$ cat config.mk
export PLATFORM = sky130hd
export DESIGN_NAME = bft_stream_tx
export DESIGN_NICKNAME = d
export VERILOG_FILES = /design/src/rtl/bft_pkg.sv /design/src/rtl/bft_credit_counter.sv /design/src/rtl/bft_stream_tx.sv
export SDC_FILE = /design/constraint.sdc
export NUM_CORES = 1
export LEC_CHECK = 0
export BUFFER_PORTS_ARGS = -buffer_cell sky130_fd_sc_hd__buf_2
export CORE_ASPECT_RATIO = 0.5
export CORE_UTILIZATION = 45
export CTS_CLUSTER_SIZE = 30
export DETAILED_ROUTE_END_ITERATION = 8
export PLACE_DENSITY = 0.85
export SETUP_SLACK_MARGIN = 0.02
export SLEW_MARGIN = 20
export SYNTH_ARGS = -nofsm -noshare
export SYNTH_HDL_FRONTEND = slang
export SYNTH_SLANG_ARGS = --single-unit
$ cat constraint.sdc
create_clock -name clk -period 4.72 [get_ports clk]
set_input_delay 0.708 -clock clk [delete_from_list [all_inputs] [get_ports clk]]
set_output_delay 0.708 -clock clk [all_outputs]
set_load 0.02 [all_outputs]
$ cat src/rtl/bft_pkg.sv
// bft_pkg: shared definitions for the BFT leaf transmitter.
//   - Bit positions of the fields in a 49-bit BFT packet
//     ([48] valid, [47:44] leaf, [43:40] port, [39:33] seq addr,
//     [32] ctrl, [31:0] payload).
//   - Transmitter state encoding.
//   - Receiver buffer depth, which is also the maximum credit count.
package bft_pkg;

  localparam int unsigned VALID_BIT = 48;
  localparam int unsigned LEAF_MSB  = 47;
  localparam int unsigned LEAF_LSB  = 44;
  localparam int unsigned PORT_MSB  = 43;
  localparam int unsigned PORT_LSB  = 40;
  localparam int unsigned ADDR_MSB  = 39;
  localparam int unsigned ADDR_LSB  = 33;
  localparam int unsigned CTRL_BIT  = 32;

  localparam int unsigned ADDR_W     = 7;
  localparam int unsigned CREDIT_MAX = 1 << ADDR_W;

  typedef enum logic [1:0] {
    IDLE   = 2'd0,
    ACTIVE = 2'd1,
    STALL  = 2'd2
  } tx_state_e;

endpackage

$ cat src/rtl/bft_credit_counter.sv
// bft_credit_counter: saturating up/down credit counter.
// Ports:
//   clk          in   clock
//   reset        in   asynchronous active-low reset (count -> MAX_VAL)
//   i_inc        in   credits returned this cycle
//   i_dec        in   one credit consumed this cycle
//   o_count      out  registered credit count
//   o_count_next out  count after this cycle's update (for the FSM)
module bft_credit_counter
  import bft_pkg::*;
#(
  parameter int unsigned CNT_W   = ADDR_W + 1,
  parameter int unsigned MAX_VAL = CREDIT_MAX
) (
  input  logic             clk,
  input  logic             reset,
  input  logic [CNT_W-1:0] i_inc,
  input  logic             i_dec,
  output logic [CNT_W-1:0] o_count,
  output logic [CNT_W-1:0] o_count_next
);

  logic [CNT_W-1:0] r_count;
  logic [CNT_W:0]   w_sum;

  // One extra bit holds count + inc before saturation. The sum never goes
  // negative because the consumer is never granted a word at zero credits.
  assign w_sum = {1'b0, r_count} + {1'b0, i_inc} - {{CNT_W{1'b0}}, i_dec};

  assign o_count_next = (w_sum > (CNT_W+1)'(MAX_VAL)) ? CNT_W'(MAX_VAL)
                                                       : w_sum[CNT_W-1:0];
  assign o_count      = r_count;

  always_ff @(posedge clk or negedge reset) begin
    if (!reset) r_count <= CNT_W'(MAX_VAL);
    else        r_count <= o_count_next;
  end

endmodule

$ cat src/rtl/bft_stream_tx.sv
// bft_stream_tx: BFT leaf transmitter. Packs 32-bit producer words into
// 49-bit data packets for a fixed destination leaf/port, paced by credits
// returned from the receiving leaf.
// Optional feature macro: BFT_TX_RESEND_EN (keeps the last data packet and
// re-emits it one cycle after a resend pulse).
// Ports:
//   clk          in   clock
//   reset        in   asynchronous active-low reset
//   ap_start     in   level, enables transmission
//   din_user     in   producer word
//   vld_user2tx  in   producer word valid
//   ack_tx2user  out  word accepted this cycle
//   dout_tx2bft  out  packet to BFT (all zero when no packet)
//   din_bft2tx   in   packet from BFT carrying credit returns
//   resend       in   resend request pulse
//   credits      out  current credit count
//   busy         out  state != IDLE
module bft_stream_tx
  import bft_pkg::*;
#(
  parameter int unsigned PACKET_BITS   = 49,
  parameter int unsigned PAYLOAD_BITS  = 32,
  parameter int unsigned NUM_LEAF_BITS = 4,
  parameter int unsigned NUM_PORT_BITS = 4,
  parameter int unsigned NUM_ADDR_BITS = 7,
  parameter int unsigned DEST_LEAF     = 2,
  parameter int unsigned DEST_PORT     = 1,
  parameter int unsigned SELF_LEAF     = 1,
  parameter int unsigned SELF_PORT     = 1
) (
  input  logic                     clk,
  input  logic                     reset,
  input  logic                     ap_start,
  input  logic [PAYLOAD_BITS-1:0]  din_user,
  input  logic                     vld_user2tx,
  output logic                     ack_tx2user,
  output logic [PACKET_BITS-1:0]   dout_tx2bft,
  input  logic [PACKET_BITS-1:0]   din_bft2tx,
  input  logic                     resend,
  output logic [NUM_ADDR_BITS:0]   credits,
  output logic                     busy
);

  localparam int unsigned CW = NUM_ADDR_BITS + 1;

  tx_state_e                r_state, w_state_next;
  logic [NUM_ADDR_BITS-1:0] r_seq;
  logic [PACKET_BITS-1:0]   r_dout;
  logic [PACKET_BITS-1:0]   w_data_pkt;
  logic [PACKET_BITS-1:0]   w_resend_pkt;
  logic                     w_resend_slot;
  logic                     w_xfer;
  logic                     w_credit_hit;
  logic [CW-1:0]            w_credit_inc;
  logic [CW-1:0]            w_credits;
  logic [CW-1:0]            w_credits_next;
  logic                     w_unused;

  assign ack_tx2user = vld_user2tx & (r_state == ACTIVE) & (w_credits != '0)
                     & ~w_resend_slot;
  assign w_xfer      = ack_tx2user;

  assign w_data_pkt = {1'b1, NUM_LEAF_BITS'(DEST_LEAF), NUM_PORT_BITS'(DEST_PORT),
                       r_seq, 1'b0, din_user};

  // Credit returns are accepted in every state, including IDLE.
  assign w_credit_hit = din_bft2tx[VALID_BIT] & din_bft2tx[CTRL_BIT]
                      & (din_bft2tx[LEAF_MSB:LEAF_LSB] == NUM_LEAF_BITS'(SELF_LEAF))
                      & (din_bft2tx[PORT_MSB:PORT_LSB] == NUM_PORT_BITS'(SELF_PORT));
  assign w_credit_inc = w_credit_hit ? din_bft2tx[CW-1:0] : '0;

  bft_credit_counter #(
    .CNT_W   (CW),
    .MAX_VAL (1 << NUM_ADDR_BITS)
  ) u_credit_counter (
    .clk          (clk),
    .reset        (reset),
    .i_inc        (w_credit_inc),
    .i_dec        (w_xfer),
    .o_count      (w_credits),
    .o_count_next (w_credits_next)
  );

`ifdef BFT_TX_RESEND_EN
  logic [PACKET_BITS-1:0] r_held;
  logic                   r_have_pkt;

  // A resend before the first data packet has nothing to replay.
  assign w_resend_slot = resend & r_have_pkt;
  assign w_resend_pkt  = r_held;
  assign w_unused      = ^{din_bft2tx[ADDR_MSB:ADDR_LSB],
                           din_bft2tx[PAYLOAD_BITS-1:CW]};

  always_ff @(posedge clk or negedge reset) begin
    if (!reset) begin
      r_held     <= '0;
      r_have_pkt <= 1'b0;
    end else if (w_xfer) begin
      r_held     <= w_data_pkt;
      r_have_pkt <= 1'b1;
    end
  end
`else
  assign w_resend_slot = 1'b0;
  assign w_resend_pkt  = '0;
  assign w_unused      = ^{din_bft2tx[ADDR_MSB:ADDR_LSB],
                           din_bft2tx[PAYLOAD_BITS-1:CW], resend};
`endif

  always_ff @(posedge clk or negedge reset) begin
    if (!reset) r_state <= IDLE;
    else        r_state <= w_state_next;
  end

  always_comb begin
    w_state_next = r_state;
    case (r_state)
      IDLE:    if (ap_start) w_state_next = ACTIVE;
      ACTIVE:  if (!ap_start)                 w_state_next = IDLE;
               else if (w_credits_next == '0) w_state_next = STALL;
      STALL:   if (!ap_start)                 w_state_next = IDLE;
               else if (w_credits_next != '0) w_state_next = ACTIVE;
      default: w_state_next = IDLE;
    endcase
  end

  // Output stage: a packet is valid for exactly the cycle after its transfer
  // (or after a resend pulse); ack is blocked during the pulse so the two
  // never collide.
  always_ff @(posedge clk or negedge reset) begin
    if (!reset) begin
      r_dout <= '0;
      r_seq  <= '0;
    end else begin
      if (w_xfer)             r_dout <= w_data_pkt;
      else if (w_resend_slot) r_dout <= w_resend_pkt;
      else                    r_dout <= '0;
      if (w_xfer) r_seq <= r_seq + 1'b1;
    end
  end

  assign dout_tx2bft = r_dout;
  assign credits     = w_credits;
  assign busy        = (r_state != IDLE);

endmodule
# Word-level counts from Yosys, hierarchy flattened
# Index checks and enable logic that the tools add are counted.
# totals
ff_bits	66
output_inout_bits	59
wordCells	35
input_bits	86
# op_classes
magnitude_cmp	1
n_reduce_logical	6
muxes	9
bitwise	5
eq_ne	7
n_addsub	3
# op_table
op	n
2-to-1 mux 49 bit	1
2-to-1 mux 8 bit	2
nonzero test 8 bit	2
2-to-1 mux 2 bit	5
adder 8 x 8 -> 9 bit	1
> comparator 9 x 8 -> 1 bit (second input constant)	1
subtractor 9 x 1 -> 9 bit	1
equality test 4 x 1 -> 1 bit (second input constant)	2
zero test 8 bit	1
adder 7 x 1 -> 7 bit (second input constant)	1
case mux 2 bit (3 select lines)	1
AND 1 bit	5
!= test 3 x 2 -> 1 bit (second input constant)	1
!= test 3 bit (second input constant)	1
AND reduction 3 bit	1
equality test 2 x 1 -> 1 bit (second input constant)	1
equality test 2 bit (second input constant)	1
zero test 2 bit	1
!= test 2 bit (second input constant)	1
nonzero test 2 bit	1

# Depth between registers and ports, before layout
# Gate-level depths: netlist (run 1).
# logic_depth
depth_word	12
mapped_depth	13
depth_no_buf	13

# Modules after synthesis
# Synthesis (run 1) repeated with hierarchy kept, for this count alone.
# hier_totals
hier_cells	249
area_unflattened_um2	2728.9
# modules_own_cells
mod	cells_each	area_per_inst_um2	seq_area_each_um2	instances
bft_stream_tx	141	1839.3	1226.2	1
bft_credit_counter	108	889.6	201.4	1

# Least setup slack after synthesis (run 1)
# OpenSTA, ideal clock, no wires.
# synth_path
path_kind	input port to flip-flop
from	input port din_bft2tx[47]
to	register r_state[0]
setup_slack_ns	0.630
arrival_ns	3.964
path_stages	13
n_path_buf	0
setup_ns	0.126
required_time_ns	4.594
path_cell_list	or4b_2 nor4_4 nand2_1 ha_1 inv_1 ha_1 inv_1 fa_1 nand2b_1 a21o_1 a21oi_1 o2111ai_4 o311a_1
# synth_between
elab_chain_len	11
word_cells_on_any_way	13
classes_between	2 x add/sub; 1 x order compare; 3 x eq/ne; 2 x mux; 2 x bitwise; 3 x reduce/logical
# synth_rtl
item	line	source
start, declared	bft_stream_tx.sv:38	input logic [PACKET_BITS-1:0] din_bft2tx,
equality test 4 x 1 -> 1 bit *	bft_stream_tx.sv:68	& (din_bft2tx[LEAF_MSB:LEAF_LSB] == NUM_LEAF_BITS'(SELF_LEAF))
AND 1 bit *	bft_stream_tx.sv:68	
AND 1 bit *	bft_stream_tx.sv:69	& (din_bft2tx[PORT_MSB:PORT_LSB] == NUM_PORT_BITS'(SELF_PORT));
2-to-1 mux 8 bit *	bft_stream_tx.sv:70	assign w_credit_inc = w_credit_hit ? din_bft2tx[CW-1:0] : '0;
adder 8 x 8 -> 9 bit *	bft_credit_counter.sv:28	assign w_sum = {1'b0, r_count} + {1'b0, i_inc} - {{CNT_W{1'b0}}, i_dec};
subtractor 9 x 1 -> 9 bit *	bft_credit_counter.sv:28	
> comparator 9 x 8 -> 1 bit	bft_credit_counter.sv:30	assign o_count_next = (w_sum > (CNT_W+1)'(MAX_VAL)) ? CNT_W'(MAX_VAL)
2-to-1 mux 8 bit *	bft_credit_counter.sv:30	
net u_credit_counter.o_count_next[7]	bft_credit_counter.sv:20	output logic [CNT_W-1:0] o_count_next
nonzero test 8 bit or zero test 8 bit (tied branches)	bft_stream_tx.sv:122, bft_stream_tx.sv:120	
!= test 3 bit (no line) or != test 3 x 2 -> 1 bit (tied branches)	--	
AND reduction 3 bit (no line) *	--	
end signal, assigned	bft_stream_tx.sv:112	else r_state <= w_state_next;
end, declared	bft_stream_tx.sv:46	tx_state_e r_state, w_state_next;
# The timed path passes the listed nets; every way through them passes the cells marked *.
# A chain may end at the register's enable or synchronous reset.

# Worst setup path after layout (run 1)
# layout_path
from	input port din_bft2tx[47]
to	register r_state[0]
# layout_between
elab_chain_len	11
word_cells_on_any_way	13
classes_between	2 x add/sub; 1 x order compare; 3 x eq/ne; 2 x mux; 2 x bitwise; 3 x reduce/logical
# layout_rtl
item	line
equality test 4 x 1 -> 1 bit *	bft_stream_tx.sv:68
AND 1 bit *	bft_stream_tx.sv:68
AND 1 bit *	bft_stream_tx.sv:69
2-to-1 mux 8 bit *	bft_stream_tx.sv:70
adder 8 x 8 -> 9 bit *	bft_credit_counter.sv:28
subtractor 9 x 1 -> 9 bit *	bft_credit_counter.sv:28
> comparator 9 x 8 -> 1 bit	bft_credit_counter.sv:30
2-to-1 mux 8 bit *	bft_credit_counter.sv:30
nonzero test 8 bit or zero test 8 bit (tied branches)	bft_stream_tx.sv:122, bft_stream_tx.sv:120
!= test 3 bit (no line) or != test 3 x 2 -> 1 bit (tied branches)	--
AND reduction 3 bit (no line) *	--
# Every way passes the cells marked *; elsewhere a longest branch is shown, timed or not.

==> impl_metrics.env, run 1 <==
export IMPL_drv_cap=0
export IMPL_cts_made_buffers=9
export IMPL_min_from="r_seq[6]"
export IMPL_initial_core_util=0.4851
export IMPL_critPathCaptureType="flop"
export IMPL_p_sw_frac=0.3678
export IMPL_period_needed_ns=3.995
export IMPL_clk_latency_ns=0.31
export IMPL_synth_compound_area_frac=0.08816
export IMPL_syn_inst=245
export IMPL_hold_class="reg -> reg"
export IMPL_synth_edff_count=0
export IMPL_yosys_area_share_simple=0.2043
export IMPL_setup_tns_ns=0
export IMPL_drv_slew=0
export IMPL_via_per_inst=4.802
export IMPL_pre_cts_ws_ns=0.3850
export IMPL_hold_violations=0
export IMPL_ff2ff_setup_slack_ns=1.16
export IMPL_yosys_top_cells_area="dfrtp_1 51%, and2_1 8.8%, ha_1 7.7%, inv_1 3.5%, buf_4 2.4%"
export IMPL_irDropWorstVdd_v=0.0003166
export IMPL_setup_ws_ns=0.7254
export IMPL_skew_ns=0.007183
export IMPL_remaining_drc_errors=0
export IMPL_overflow=0
export IMPL_pwr_share_comb=0.420
export IMPL_cts_setup_buffers=0
export IMPL_io_pins=145
export IMPL_use_met2=0.3563
export IMPL_antenna_cells=0
export IMPL_synthAdderAreaFrac=0.08409
export IMPL_clock_sinks=57
export IMPL_port_buffers=105
export IMPL_dp_hpwl_mm=4.302
export IMPL_synthFlopType="dfrtp_1"
export IMPL_cts_resized=0
export IMPL_cts_buffer_depth=2
export IMPL_avgRoutedWirePerCell_um=13.42
export IMPL_final_area_mm2=0.003628
export IMPL_grt_met1_usage=0.2284
export IMPL_core_area_mm2=0.005705
export IMPL_path_class="in -> reg"
export IMPL_synth_cell_types=50
export IMPL_cp_start_kind="input pin"
export IMPL_synth_xor_area_frac=0.02848
export IMPL_clockRootBuffer="clkbuf_16"
export IMPL_use_met3=0.05632
export IMPL_sequentialPowerShare=0.299
export IMPL_p_sw_uw=772.9
export IMPL_vias=2084
export IMPL_drive_above_1_share=0.3823
export IMPL_ant_nets=0
export IMPL_cts_tree="yes"
export IMPL_fill_cells=442
export IMPL_first_global_vias=2121
export IMPL_grt_max_degree=58
export IMPL_synth_top_area_share=0.5063
export IMPL_post_route_period_util=0.8463
export IMPL_avgSynthCellArea_um2=11.30
export IMPL_tightest_slew_ns=0.6830
export IMPL_p_per_area_mw_per_mm2=579.1
export IMPL_dr_pass1_iters=4
export IMPL_synth_common_cells="56 x dfrtp_1, 39 x and2_1, 26 x inv_1"
export IMPL_yosysMostFrequentCell="dfrtp_1"
export IMPL_p_clk_frac=0.280
export IMPL_syn_to_final_growth_pct=31.10
export IMPL_die_area_mm2=0.006487
export IMPL_rsz0062_at_grt="false"
export IMPL_grt_busiest_layer="met2"
export IMPL_synthMuxAreaShare=0.008137
export IMPL_ctsHtreeMaxLevel=3
export IMPL_fin_nets=460
export IMPL_synth_top_family_by_area="simple AND/OR/NAND/NOR gates"
export IMPL_status="finished clean"
export IMPL_ctsHoldBuffers=0
export IMPL_arrival_ns=4.19
export IMPL_p_leak_nw=1.972
export IMPL_setup_viol=0
export IMPL_r2r_cells=12
export IMPL_timing_rr_end="r_state[0]"
export IMPL_relSlewSlack=0.5447
export IMPL_clock_fmax_mhz=250.3
export IMPL_synth_area_mm2=0.002768
export IMPL_synth_seq_cells=57
export IMPL_dpl_cell_area_mm2=0.003347
export IMPL_p_int_mw=1.328
export IMPL_antenna_found_initial=0
export IMPL_min_delay_path_depth=1
export IMPL_grt_pass1_wl_mm=9.729
export IMPL_ys_warn_count=0
export IMPL_hold_end="r_seq[6]"
export IMPL_cp_required_ns=4.91
export IMPL_die_y_um=57.46
export IMPL_clkTransAtPathRegs_ns=0.05
export IMPL_cp_max_fo=3
export IMPL_grt_usage=0.1957
export IMPL_finalPower_mw=2.101
export IMPL_reg2reg_from="u_credit_counter.o_count[3]"
export IMPL_ys_seq_area_frac=0.5158
export IMPL_rows=19
export IMPL_synthArstFlopShare=1.000
export IMPL_wl_mm=5.824
export IMPL_die_width_um=112.9
export IMPL_drt_iter0_drc=48
export IMPL_yosysTopAreaCell="dfrtp_1"
export IMPL_gp_congestion=0.7987
[critical path, cell delays in order]
cell	delay [ns]
buf_2	0.09
or4b_2	0.69
nor4_4	0.27
nand2_1	0.09
ha_1	0.27
inv_1	0.06
ha_1	0.18
inv_1	0.06
fa_1	0.40
nand2b_1	0.20
a21o_1	0.23
a311oi_2	0.39
nand3_1	0.19
o311a_1	0.36
[layer usage]
layer  vias up  wire (µm)  share of wire
met4         0         66          0.011
met5         -          0              0
li1       1024          -              -
met2        70       3020           0.52
met3         6        313          0.054
met1       984       2424           0.42
[flip-flops by register name, summed over array words and instances, names as in the netlist]
signal / cells
r_seq: 7
u_credit_counter.o_count: 8
r_state: 2
dout_tx2bft: 40
[layout make-up]
type	count	area, µm²	area share
clock buffers	16	281.5	0.07759
flip-flops and latches	57	1428	0.3934
inverters	26	97.59	0.02690
multi-input cells	154	1182	0.3259
repair buffers	108	548.0	0.1510
well taps	73	91.34	0.02517
[through the flow]
step	utilization	hold WS, ns	cells
after floorplan	-	0.4124	251
after global placement	0.5866	0.4479	418
after detailed placement	0.5866	0.4604	418
after CTS	0.6360	0.4675	434
after global routing	0.6360	0.4932	434
final	0.6360	0.4626	434
[power by group through the flow]
stage,logic (mW),registers [mW],clock network (mW)
after global routing,0.965,0.639,0.626
after CTS,0.885,0.628,0.601
after detailed placement,0.876,0.635,0
final,0.883,0.629,0.589
after global placement,0.836,0.630,0
after floorplan,0.600,0.693,0
[kinds of logic (layout without fill, tap and decap cells)]
logic type / Yosys count / count (layout)
AO/OA/AOI/OAI: 26 / 26
buffers and inverters: 40 / 150
other: 1 / 7
AND/OR/NAND/NOR: 92 / 92
XOR/XNOR: 9 / 9
adder cells (fa/ha/maj): 18 / 18
multiplexers: 2 / 2
flip-flops: 57 / 57
[cells in the final DEF (no fill, tap or decap), types with 3 or more instances in the layout]
| cell | count |
|---|---|
| buf_2 | 105 |
| a21oi_1 | 4 |
| clkbuf_16 | 9 |
| nand2b_1 | 4 |
| and2_1 | 39 |
| nand3_1 | 5 |
| conb_1 | 7 |
| nor2_1 | 7 |
| nor3_1 | 5 |
| clkbuf_1 | 4 |
| o211ai_1 | 3 |
| inv_1 | 26 |
| buf_4 | 3 |
| xnor2_1 | 4 |
| nand2_1 | 15 |
| clkbuf_8 | 3 |
| dfrtp_1 | 56 |
| xor2_1 | 5 |
| ha_1 | 17 |
[how the worst max path moves through the flow]
stage | from | endpoint | slack [ns] | depth (start not counted)
2_1_floorplan | din_bft2tx[47] | r_state[0] | 0.63 | 13
3_5_place_dp | din_bft2tx[47] | r_state[0] | 0.39 | 13
5_1_grt | din_bft2tx[47] | r_state[0] | 0.53 | 14
6_report | din_bft2tx[47] | r_state[0] | 0.73 | 14
3_3_place_gp | din_bft2tx[47] | r_state[0] | 0.46 | 12
4_1_cts | din_bft2tx[47] | u_credit_counter.o_count[4] | 0.70 | 13
No activity file was read; power rests on OpenSTA's default activity.
==> run 2: changes to the inputs <==
- CORE_UTILIZATION: 45 -> 41
- PLACE_DENSITY: 0.85 -> 0.82
- clock period: 4.72 -> 3.4 ns (I/O delays scaled with it)
==> run 2 against run 1 <==
Against the previous run: the flow now finishes with violations (setup timing); clock power is 63% higher; core utilization is 3.3 points higher; setup slack worse by 0.85 ns; clock skew is 0.0031 ns lower; via count is 8.6% higher; non-clock buffer count is 32 higher; largest power group unchanged.
==> impl_metrics.env, run 2 (synthesized netlist as in run 1, its figures left out) <==
export IMPL_avgRoutedWirePerCell_um=14.40
export IMPL_layout_commonest_cell="buf_2"
export IMPL_vias=2263
export IMPL_p_per_area_mw_per_mm2=914.7
export IMPL_reg2reg_from="u_credit_counter.o_count[7]"
export IMPL_clkTransAtPathRegs_ns=0.05
export IMPL_dr_pass1_iters=4
export IMPL_die_width_um=118.2
export IMPL_p_int_mw=2.454
export IMPL_final_core_util=0.6693
export IMPL_ff2ff_setup_slack_ns=0.13
export IMPL_via_per_inst=4.715
export IMPL_cts_tree="yes"
export IMPL_r2r_cells=15
export IMPL_path_class="in -> reg"
export IMPL_critPathCaptureType="flop"
export IMPL_syn_to_final_growth_pct=51.90
export IMPL_hold_class="in -> async"
export IMPL_max_stage_delay_ns=0.52
export IMPL_dr_wl_met3_um=287
export IMPL_fin_nets=492
export IMPL_sequentialPowerShare=0.229
export IMPL_final_cell_mix="104 x buf_2, 56 x dfrtp_1, 39 x and2_1, 33 x buf_4, 24 x inv_1"
export IMPL_gp_congestion=0.8172
export IMPL_cp_max_fo=4
export IMPL_p_sw_mw=1.391
export IMPL_dp_hpwl_mm=4.355
export IMPL_irDropWorstVdd_v=0.0003433
export IMPL_drt_iter0_drc=78
export IMPL_worst_hold_slack_ns=0.1432
export IMPL_p_sw_frac=0.3619
export IMPL_met2_wirelength_mm=3.687
export IMPL_pwr_share_comb=0.521
export IMPL_cts_buffer_depth=2
export IMPL_ctsHtreeMaxLevel=3
export IMPL_antenna_cells=0
export IMPL_maxUsedRoutingLayer="met4"
export IMPL_m1WireLength_mm=2.769
export IMPL_grt_max_degree=46
export IMPL_period_needed_ns=3.526
export IMPL_grt_usage=0.1852
export IMPL_clk_latency_ns=0.31
export IMPL_hold_violations=0
export IMPL_clockRootBuffer="clkbuf_16"
export IMPL_die_area_mm2=0.007103
export IMPL_p_leak_nw=2.192
export IMPL_path_cells="buf_2 > or4b_4 > nor4_4 > nand2_1 > ha_4 > inv_2 > ha_4 > inv_2 > fa_2 > nand2b_4 > a21o_4 > buf_4 > a211o_4 > o211ai_1 > buf_4 > nor3_2"
export IMPL_initial_core_util=0.4406
export IMPL_core_area_mm2=0.006281
export IMPL_io_pins=145
export IMPL_dpl_cell_area_mm2=0.003566
export IMPL_setup_viol=9
export IMPL_skew_ns=0.004077
export IMPL_largest_reg_flops=40
export IMPL_ctsHoldBuffers=0
export IMPL_crit_slowest_cell="or4b_4"
export IMPL_drive_above_1_share=0.5077
export IMPL_wl_mm=6.910
export IMPL_cp_required_ns=3.59
export IMPL_port_buffers=105
export IMPL_timing_rr_end="u_credit_counter.o_count[4]"
export IMPL_drv_slew=0
export IMPL_clock_fmax_mhz=283.6
export IMPL_clock_sinks=57
export IMPL_first_global_vias=2160
export IMPL_remaining_drc_errors=0
export IMPL_cts_made_buffers=9
export IMPL_die_y_um=60.10
export IMPL_rsz0062_at_grt="true"
export IMPL_p_clk_frac=0.250
export IMPL_overflow=0
export IMPL_pre_cts_ws_ns=-0.4203
export IMPL_post_route_period_util=1.037
export IMPL_drv_cap=0
export IMPL_grt_pass1_wl_mm=9.942
export IMPL_cp_start_kind="input pin"
export IMPL_antenna_found_initial=0
export IMPL_setup_ws_ns=-0.1258
export IMPL_ant_nets=0
export IMPL_violations="setup timing"
export IMPL_arrival_ns=3.71
export IMPL_final_area_mm2=0.004204
export IMPL_rows=20
export IMPL_status="complete, but fails checks"
-- run 2: cell count changes in the layout (fill, tap and decap cells not counted), sizes merged --
cell / before / now
clkbuf: 16 / 13
bufinv: 0 / 2
buf: 108 / 140
-- run 2: worst max-delay path by stage --
stage	from	to	slack, ns
floorplan	din_bft2tx[47]	r_state[0]	-0.26
global placement	din_bft2tx[47]	r_state[0]	-0.44
detailed placement	din_bft2tx[47]	r_state[0]	-0.42
CTS	din_bft2tx[47]	u_credit_counter.o_count[4]	0.02
global route	din_bft2tx[46]	u_credit_counter.o_count[2]	-0.23
finish	din_bft2tx[46]	u_credit_counter.o_count[4]	-0.13
-- run 2: layer usage --
layer / GRT usage / vias to the layer above
met5: 0 / -
met4: 0.06777 / 0
met3: 0.05248 / 18
met2: 0.3496 / 76
met1: 0.2058 / 1086
li1: - / 1083
-- run 2: power by group through the flow --
stage	Clock [mW]	Combinational, mW	Sequential [mW]
after floorplan	0	0.848	0.963
after global placement	0	1.42	0.880
after detailed placement	0	1.45	0.883
after CTS	0.975	1.60	0.877
after global routing	1.01	2.15	0.890
final	0.963	2.00	0.879
-- run 2: repair_timing --
| item | 4_1_cts | 5_1_grt |
|---|---|---|
| endpoints found under the setup margin | 6 | 9 |
| gates resized for setup | 9 | 25 |
| buffers inserted | 2 | 6 |
| pin swaps | 9 | 13 |
-- run 2: cell type report --
type | count | area, µm²
clock buffers | 13 | 270.3
multi-input cells | 154 | 1436
repair buffers | 140 | 802.0
well taps | 88 | 110.1
flip-flops and latches | 57 | 1428
clock inverters | 2 | 60.06
fillers | 417 | 2077
inverters | 26 | 97.59
-- run 2: worst max-delay path: cells and delay by family --
family                   cells  cell delay [ns]
AO/OA/AOI/OAI                3             0.71
adder cells (fa/ha/maj)      3             0.74
AND/OR/NAND/NOR              5             1.19
buffers and inverters        5             0.56
-- run 2: per-stage QoR --
step	power [mW]	TNS, ns	cells
6_report	3.845	-0.7195	480
5_1_grt	4.055	-1.652	480
4_1_cts	3.450	0	474
3_5_place_dp	2.334	-3.115	457
3_3_place_gp	2.297	-2.861	457
2_1_floorplan	1.811	-1.153	251
